File: src/rtl/down_timer.sv
// down_timer: loadable down-counting timer with one-shot and auto-reload
// modes, pause via enable, restart via load and abort. done is a one-cycle
// registered pulse on terminal count or on a zero-value load.
module down_timer #(
  parameter int WIDTH = 4
) (
  input  logic             clk,
  input  logic             rst_n,
  input  logic             load,
  input  logic [WIDTH-1:0] load_val,
  input  logic             enable,
  input  logic             auto_reload,
  input  logic             abort,
  output logic [WIDTH-1:0] count,
  output logic             busy,
  output logic             done
);

  typedef enum logic {
    IDLE = 1'b0,
    RUN  = 1'b1
  } state_t;

  localparam logic [WIDTH-1:0] ONE = WIDTH'(1);

  state_t           state_q, state_d;
  logic [WIDTH-1:0] count_q, count_d;
  logic [WIDTH-1:0] reload_q, reload_d;
  logic             mode_q, mode_d;
  logic             done_q, done_d;

  // State and datapath registers; reset is asynchronous so outputs clear
  // without waiting for a clock edge.
  always_ff @(posedge clk or negedge rst_n) begin
    if (!rst_n) begin
      state_q  <= IDLE;
      count_q  <= '0;
      reload_q <= '0;
      mode_q   <= 1'b0;
      done_q   <= 1'b0;
    end else begin
      state_q  <= state_d;
      count_q  <= count_d;
      reload_q <= reload_d;
      mode_q   <= mode_d;
      done_q   <= done_d;
    end
  end

  // Next-state logic: abort beats load, load beats an enabled decrement.
  always_comb begin
    state_d  = state_q;
    count_d  = count_q;
    reload_d = reload_q;
    mode_d   = mode_q;
    done_d   = 1'b0;

    if (abort) begin
      count_d = '0;
      state_d = IDLE;
    end else if (load) begin
      reload_d = load_val;
      mode_d   = auto_reload;
      if (load_val != '0) begin
        count_d = load_val;
        state_d = RUN;
      end else begin
        // A zero load completes immediately rather than starting a run.
        count_d = '0;
        state_d = IDLE;
        done_d  = 1'b1;
      end
    end else if (state_q == RUN && enable) begin
      if (count_q > ONE) begin
        count_d = count_q - ONE;
      end else begin
        // count_q is 1 here: RUN never holds zero, so this is terminal count.
        done_d = 1'b1;
        if (mode_q) begin
          count_d = reload_q;
        end else begin
          count_d = '0;
          state_d = IDLE;
        end
      end
    end
  end

  assign count = count_q;
  assign busy  = (state_q == RUN);
  assign done  = done_q;

endmodule

File: config.mk
export PLATFORM = sky130hd
export DESIGN_NAME = down_timer
export DESIGN_NICKNAME = d
export VERILOG_FILES = /design/src/rtl/down_timer.sv
export SDC_FILE = /design/constraint.sdc
export NUM_CORES = 1
export LEC_CHECK = 0
export CORE_AREA = 2 2 43 53
export CTS_BUF_LIST = sky130_fd_sc_hd__clkbuf_16
export CTS_CLUSTER_DIAMETER = 30
export DETAILED_ROUTE_END_ITERATION = 10
export DIE_AREA = 0 0 45 55
export PLACE_DENSITY = 0.64
export SLEW_MARGIN = 0
export SYNTH_ARGS = -nofsm -noshare
export SYNTH_HDL_FRONTEND = slang
export SYNTH_SLANG_ARGS = --single-unit
File: constraint.sdc
create_clock -name clk -period 4.5 [get_ports clk]
set_input_delay 0.675 -clock clk [delete_from_list [all_inputs] [get_ports clk]]
set_output_delay 0.675 -clock clk [all_outputs]
set_load 0.03 [all_outputs]
==> metrics.md, run 1 <==
| Metric | Value |
|---|---|
| CP Cell Sequence | clkdlybuf4s50_1 |
| P_leak | 0.383 nW |
| Status | completed |
| Cts bufs inserted | 3 |
| Initial DRT Pass Iterations | 4 |
| Die width | around 45 µm |
| Seq pwr share | 33.2% |
| Internal | 0.271 mW |
| Final cell count without fillers | between 100 and 150 |
| Syn Nets | 82 |
| Routed WL | roughly 1400 µm |
| Number of synthesized flops with an enable pin | 0 |
| Root Driver | clkbuf_16 |
| Pwr Total | approximately 0.38 mW |
| IO buf count | 15 |
| Die Ht | around 55 µm |
| Total core area | 1980 µm² |
| Register area share after synthesis | 42.1% |
| TritonCTS clock tree | done |
| Postcts setup bufs | 0 |
| Hold Violations, Final | 0 |
| Via density | between 5 and 6 |
| Layout net count | 100 |
| Critical path launch point type | flip-flop |
| Setup TNS | 0 ns |
| Primary FF master, synth | dfrtp_1 |
| Via count | 582 |
| Starting density of the core | ~33% |
| Crit-path max cell delay | 0.71 ns |
| Wire length on met1 | 609 µm |
| Diode count | 0 |
| Post-CTS Hold Fix Bufs | 0 |
| First-iteration detailed-routing DRC count | 22 |
| CP Data Arrival Time | 1.41 ns |
| WL met3 | around 69 µm |
| Mapped Area | between 600 and 700 µm² |
| Worst path bufs/invs | 1 |
| Metal2 WL | about 720 µm |
| Sw Share | ~28% |
| Initial antenna violation count | 0 |
| PwrDens | 422 nW/µm² |
| Die ar. | approximately 2500 µm² |
| Placed Cells | around 100 |
| Clock share of power | 42.9% |
| Wire per inst | roughly 13 µm |
| Post_cts resized | 0 |
| Clk_skew | between 0.0004 and 0.0005 ns |
| Row cnt | 18 |
| Final hold slack | between 0.4 and 0.5 ns |
| CP delay by family, top | buffers and inverters |
| Reg-to-reg slack, setup | roughly 2.8 ns |
| Syn-to-layout area delta | 35.9% |
| Clock latency on the worst-skew pair | ~0.24 ns |
| CP Data Required Time | 3.83 ns |
| Ports | 16 |
| Routability cong. | 0.842 |
| Worst vdd ir | between 0.2 and 0.25 mV |
| Clock sinks | 11 |
| FMAX | approximately 480 MHz |
| Htree depth | 1 |
| RSZ-0062 raised after global routing | false |
| Tmin final | 2.08 ns |
| Global Route Usage Sum | between 10% and 20% |
| Warning count from the yosys run | 0 |
| Worst slew pin tran | slightly above 0.5 ns |
| Distinct cells, synth | 31 |
| Max-slew headroom | about two thirds |
| Endpoints failing setup | 0 |
| DRT antenna net count | 0 |
| First-pass GRT wire length | approximately 2500 µm |
| Clock-pin slew on the worst setup and hold paths | approximately 0.040 ns |
| Share of synthesized flip-flops with an asynchronous set or reset | between 90% and 100% |
| Worst min-delay path category | reg2reg |
| Cells after synthesis | 70 |
| CTS Buffer Depth | 2 |
| Largest net degree at the start of global routing | 12 |
| Post-synthesis register bit count | 11 |
| CP endpoint kind | primary output |
| Combinational share of power | a little under a quarter |
| Crit-path max FO | 7 |
| Final Cycle Share | between 40 and 50% |
| Final HPWL DP | 1100 µm |
| Switching Power | ~0.10 mW |
| CP max stage cell | clkdlybuf4s50_1 |
| Share of layout cells above drive strength 1 | 13.8% |
| Max Used Layer | met4 |
| Maxcap violations | 0 |
| Utilization after layout | between 40 and 50% |
| Setup CP Type | reg2out |
| Avg Inst Size Synth | approximately 9.3 µm² |
| Max Slew Vio Count | 0 |
| Vias in the first global route | 596 |
| DR DRC count | 0 |
| Total gr overflow | 0 |
[cell usage after synthesis, types with 2 or more instances]
library cell / n / area, µm²
nor2_1: 5 / 18.8
nand2b_1: 2 / 12.5
o21ai_0: 3 / 15.0
inv_1: 5 / 18.8
ha_1: 2 / 25.0
dfrtp_1: 11 / 275
a21oi_1: 8 / 40.0
mux2_2: 4 / 45.0
nand2_1: 7 / 26.3
or2_2: 2 / 12.5
[kinds of logic (layout without fill, tap and decap cells)]
kind of cell | Yosys count | in the layout | share of synthesized area (%)
and+or+nand+nor | 26 | 26 | 21.6
AOI/OAI and AO/OA | 20 | 20 | 19.9
DFF | 11 | 11 | 42.1
buffers and inverters | 7 | 24 | 5.74
muxes | 4 | 4 | 6.88
adders and majority gates | 2 | 2 | 3.82
[metal layers]
layer / global-route usage [%] / vias up
li1: - / 285
met1: 16.9 / 271
met2: 25.0 / 21
met3: 1.30 / 5
met4: 10.3 / 0
met5: 0 / -
[worst paths after layout]
| kind | cells past startpoint | to | startpoint |
|---|---|---|---|
| min reg2reg | 2 | reload_q[2] | reload_q[2] |
| max | 1 | count[2] | count[2] |
| min | 2 | reload_q[2] | reload_q[2] |
| min in group asynchronous | 1 | reload_q[0] | rst_n |
| max reg2reg | 6 | count[0] | count[0] |
| max in group asynchronous | 1 | count[3] | rst_n |
[area by class of cell]
class | count | area (µm²)
Fill cell | 207 | 1090
Multi-Input combinational cell | 52 | 342
Sequential cell | 11 | 275
Timing Repair Buffer | 15 | 150
Clock buffer | 3 | 75.1
Tap cell | 20 | 25.0
Inverter | 5 | 18.8
Clock inverter | 1 | 3.75
[power groups by stage]
| stage | clock, mW | combinational (mW) | sequential (mW) |
|---|---|---|---|
| 2_1_floorplan | 0 | 0.0470 | 0.135 |
| 3_3_place_gp | 0 | 0.0897 | 0.126 |
| 5_1_grt | 0.166 | 0.0996 | 0.127 |
| 6_report | 0.161 | 0.0897 | 0.125 |
| 3_5_place_dp | 0 | 0.0896 | 0.126 |
| 4_1_cts | 0.164 | 0.0904 | 0.125 |
[tightest hold or removal path, stage by stage (launching register included)]
cell	delay, ns
dfrtp_1	0.33
nand2_1	0.05
nand2_1	0.05
[through the flow]
step,setup WS (ns),cell area [µm²]
finish,2.42,890
global route,2.36,890
CTS,2.41,890
detailed placement,2.36,811
global placement,2.39,811
floorplan,2.81,654
[registers in the layout (all words and copies together) (netlist names)]
name,count
busy,1
count,4
done,1
mode_q,1
reload_q,4
[cells in the final DEF (no fill, tap or decap), types with 2 or more instances in the layout]
cell             netlist  final
nand2b_1               2      2
nand2_1                7      7
inv_1                  5      6
nor2_1                 5      5
or2_2                  2      2
ha_1                   2      2
clkdlybuf4s50_1        0     15
mux2_2                 4      4
o21ai_0                3      3
a21oi_1                8      8
clkbuf_16              0      3
dfrtp_1               11     11
Power figures use the tool's default switching activity.
==> run 2, diff against run 1 <==
==> constraint.sdc (replaced) <==
create_clock -name clk -period 2 [get_ports clk]
set_input_delay 0.3 -clock clk [delete_from_list [all_inputs] [get_ports clk]]
set_output_delay 0.3 -clock clk [all_outputs]
set_load 0.03 [all_outputs]
==> results of run 2 <==
The final DEF is identical to that of run 1. Status: completed.
Among the figures that moved: setup slack after placement 2.36 ns -> 0.234 ns; setup slack after layout 2.42 ns -> 0.294 ns; hold slack 0.473 ns -> 0.401 ns; register-to-register setup slack 2.84 ns -> 0.34 ns; total power 0.375 mW -> 0.844 mW; worst IR drop on VDD 0.234 mV -> 0.527 mV
==> run 3, diff against run 2 <==
--- a/config.mk
+++ b/config.mk
@@ -5,12 +5,13 @@
 export SDC_FILE = /design/constraint.sdc
 export NUM_CORES = 1
 export LEC_CHECK = 0
-export CORE_AREA = 2 2 43 53
+export CORE_AREA = 2 2 41 43
 export CTS_BUF_LIST = sky130_fd_sc_hd__clkbuf_16
 export CTS_CLUSTER_DIAMETER = 30
 export DETAILED_ROUTE_END_ITERATION = 10
-export DIE_AREA = 0 0 45 55
-export PLACE_DENSITY = 0.64
+export DIE_AREA = 0 0 43 45
+export DONT_BUFFER_PORTS = 1
+export PLACE_DENSITY = 0.65
 export SLEW_MARGIN = 0
 export SYNTH_ARGS = -nofsm -noshare
 export SYNTH_HDL_FRONTEND = slang
==> run 3 against run 2 <==
  * Register-to-register slack worse by 0.13 ns
  * Count of clock-buffer cells in the layout is the same
  * Clock skew rose by 0.0031 ns
  * Hold slack worse by 0.28 ns
  * Non-clock buffer count fell by 13
  * Power shrank 4.0%
  * Largest cell class unchanged
  * Clock power increased by 2%
  * Combinational power decreased by 32%
  * Routed wire length decreased by 0.21%
  * Core utilization grew 6.3 points
==> metrics.md, run 3 (synthesis gave the netlist of run 1 again) <==
| Metric | Value |
|---|---|
| Worst min-delay path category | in2reg |
| Die ar. | ~1900 µm² |
| Die Ht | 45 µm |
| Worst r2r src | count[1] |
| Clock sinks | 11 |
| P_leak | 0.334 nW |
| Utilization after layout | approximately half |
| Final HPWL DP | 1110 µm |
| CP endpoint kind | flip-flop |
| Endpoints failing setup | 0 |
| CTS Buffer Depth | 2 |
| Setup CP Type | reg2reg |
| DR DRC count | 0 |
| Share of layout cells above drive strength 1 | 18.9% |
| First-pass GRT wire length | roughly 2400 µm |
| Total gr overflow | 0 |
| Max-slew headroom | 65.4% |
| Global Route Usage Sum | around 18% |
| Largest net degree at the start of global routing | 12 |
| Ports | 16 |
| Fin worst setup slack | 0.208 ns |
| Reg2reg end | count[0] |
| Via count | 540 |
| Final Cell Area | 753 µm² |
| CP Data Arrival Time | 1.97 ns |
| CP Data Required Time | roughly 2.2 ns |
| Total core area | 1470 µm² |
| Worst vdd ir | ~0.86 mV |
| Hold Violations, Final | 0 |
| Routability cong. | 0.814 |
| Max Slew Vio Count | 0 |
| DRT antenna net count | 0 |
| Worst hold path depth | 1 |
| Area after DPL | approximately 660 µm² |
| RSZ-0062 raised after global routing | false |
| Status | completed |
| Hold EP | busy |
| Vias in the first global route | around 530 |
| Crit-path max cell delay | 0.54 ns |
| Final hold slack | about 0.12 ns |
| Worst Setup SP | count[1] |
| Tmin final | between 1.5 and 2 ns |
| Syn-to-layout area delta | 15.1% |
| R2R cell count | 6 |
| Root Driver | clkbuf_16 |
| Routed WL | approximately 1400 µm |
| Diode count | 0 |
| Worst slew pin tran | 0.517 ns |
| Initial DRT Pass Iterations | 4 |
| Final Cycle Share | between 80% and 90% |
| Via density | around 6.0 |
| Initial antenna violation count | 0 |
| TritonCTS clock tree | done |
| Die width | around 43 µm |
| Wire per inst | ~16 µm |
| CP Cell Sequence | inv_1 > ha_1 > nor2_1 > nor3_1 > a2111oi_0 > o22a_1 |
| FMAX | about 560 MHz |
| First-iteration detailed-routing DRC count | 15 |
| PwrDens | 1080 nW/µm² |
| Critical path launch point type | flip-flop |
| Clock-pin slew on the worst setup and hold paths | about 0.040 ns |
| Layout net count | between 80 and 90 |
| Commonest non-fill, non-tap cell in the layout | dfrtp_1 |
| Reg-to-reg slack, setup | about 0.21 ns |
| Crit-path max FO | 4 |
| Clock latency on the worst-skew pair | between 0.2 and 0.25 ns |
| Post-place setup slack | approximately 0.2 ns |
| Row cnt | 14 |
| Maxcap violations | 0 |
| Setup TNS | 0 ns |
| Htree depth | 1 |
| Most frequent cells in the layout | dfrtp_1 (11), a21oi_1 (8), nand2_1 (7), inv_1 (5), nor2_1 (5) |
| Hold_sp | abort |
| Cts bufs inserted | 3 |
| Clk_skew | ~0.0035 ns |
| IO buf count | 0 |
| CP max stage cell | dfrtp_1 |
| Starting density of the core | between 40% and 50% |
==> run 3: critical path, delay by kind of cell (launching register included) <==
kind            cells  cell delay [ns]
fa+ha+maj           1             0.23
buf+inv             1             0.11
flops               1             0.54
compound gates      2             0.58
simple gates        2             0.27
==> run 3: worst max-delay path by stage <==
stage,to,slack [ns]
after floorplan,count[1],0.31
after global placement,count[1],0.25
after detailed placement,count[0],0.20
after CTS,count[0],0.20
after global routing,count[0],0.08
final,count[0],0.21
==> run 3: repair_timing <==
| item | 4_1_cts | 5_1_grt |
|---|---|---|
| setup buffers | 0 | 0 |
| hold buffers | 1 | 0 |
| endpoints found under the hold margin | 11 | 0 |
| resized for setup | 0 | 0 |
==> run 3: routing by layer <==
layer	wire length, µm	GRT usage [%]
met5	0	0
met1	691	21.0
met4	10	3.64
met2	637	28.8
met3	100	8.80
==> run 3: power by group <==
part	leakage (nW)	total, mW	internal, mW	switching [mW]
logic	0.157	0.138	0.0628	0.0753
clock network	0.0409	0.369	0.265	0.104
registers	0.136	0.304	0.251	0.0526
total	0.334	0.810	0.579	0.231
==> run 3: metrics by stage <==
| stage | cells | power [mW] |
|---|---|---|
| after floorplan | 70 | 0.410 |
| after global placement | 85 | 0.435 |
| after detailed placement | 85 | 0.437 |
| after CTS | 90 | 0.816 |
| after global routing | 90 | 0.851 |
| final | 90 | 0.810 |
==> run 3: cell type report <==
type | count | area [µm²]
Timing Repair Buffer | 2 | 17.5
Clock buffer | 3 | 75.1
Sequential cell | 11 | 275
Fill cell | 132 | 718
Tap cell | 16 | 20.0
Clock inverter | 1 | 5.00
Multi-Input combinational cell | 52 | 342
Inverter | 5 | 18.8
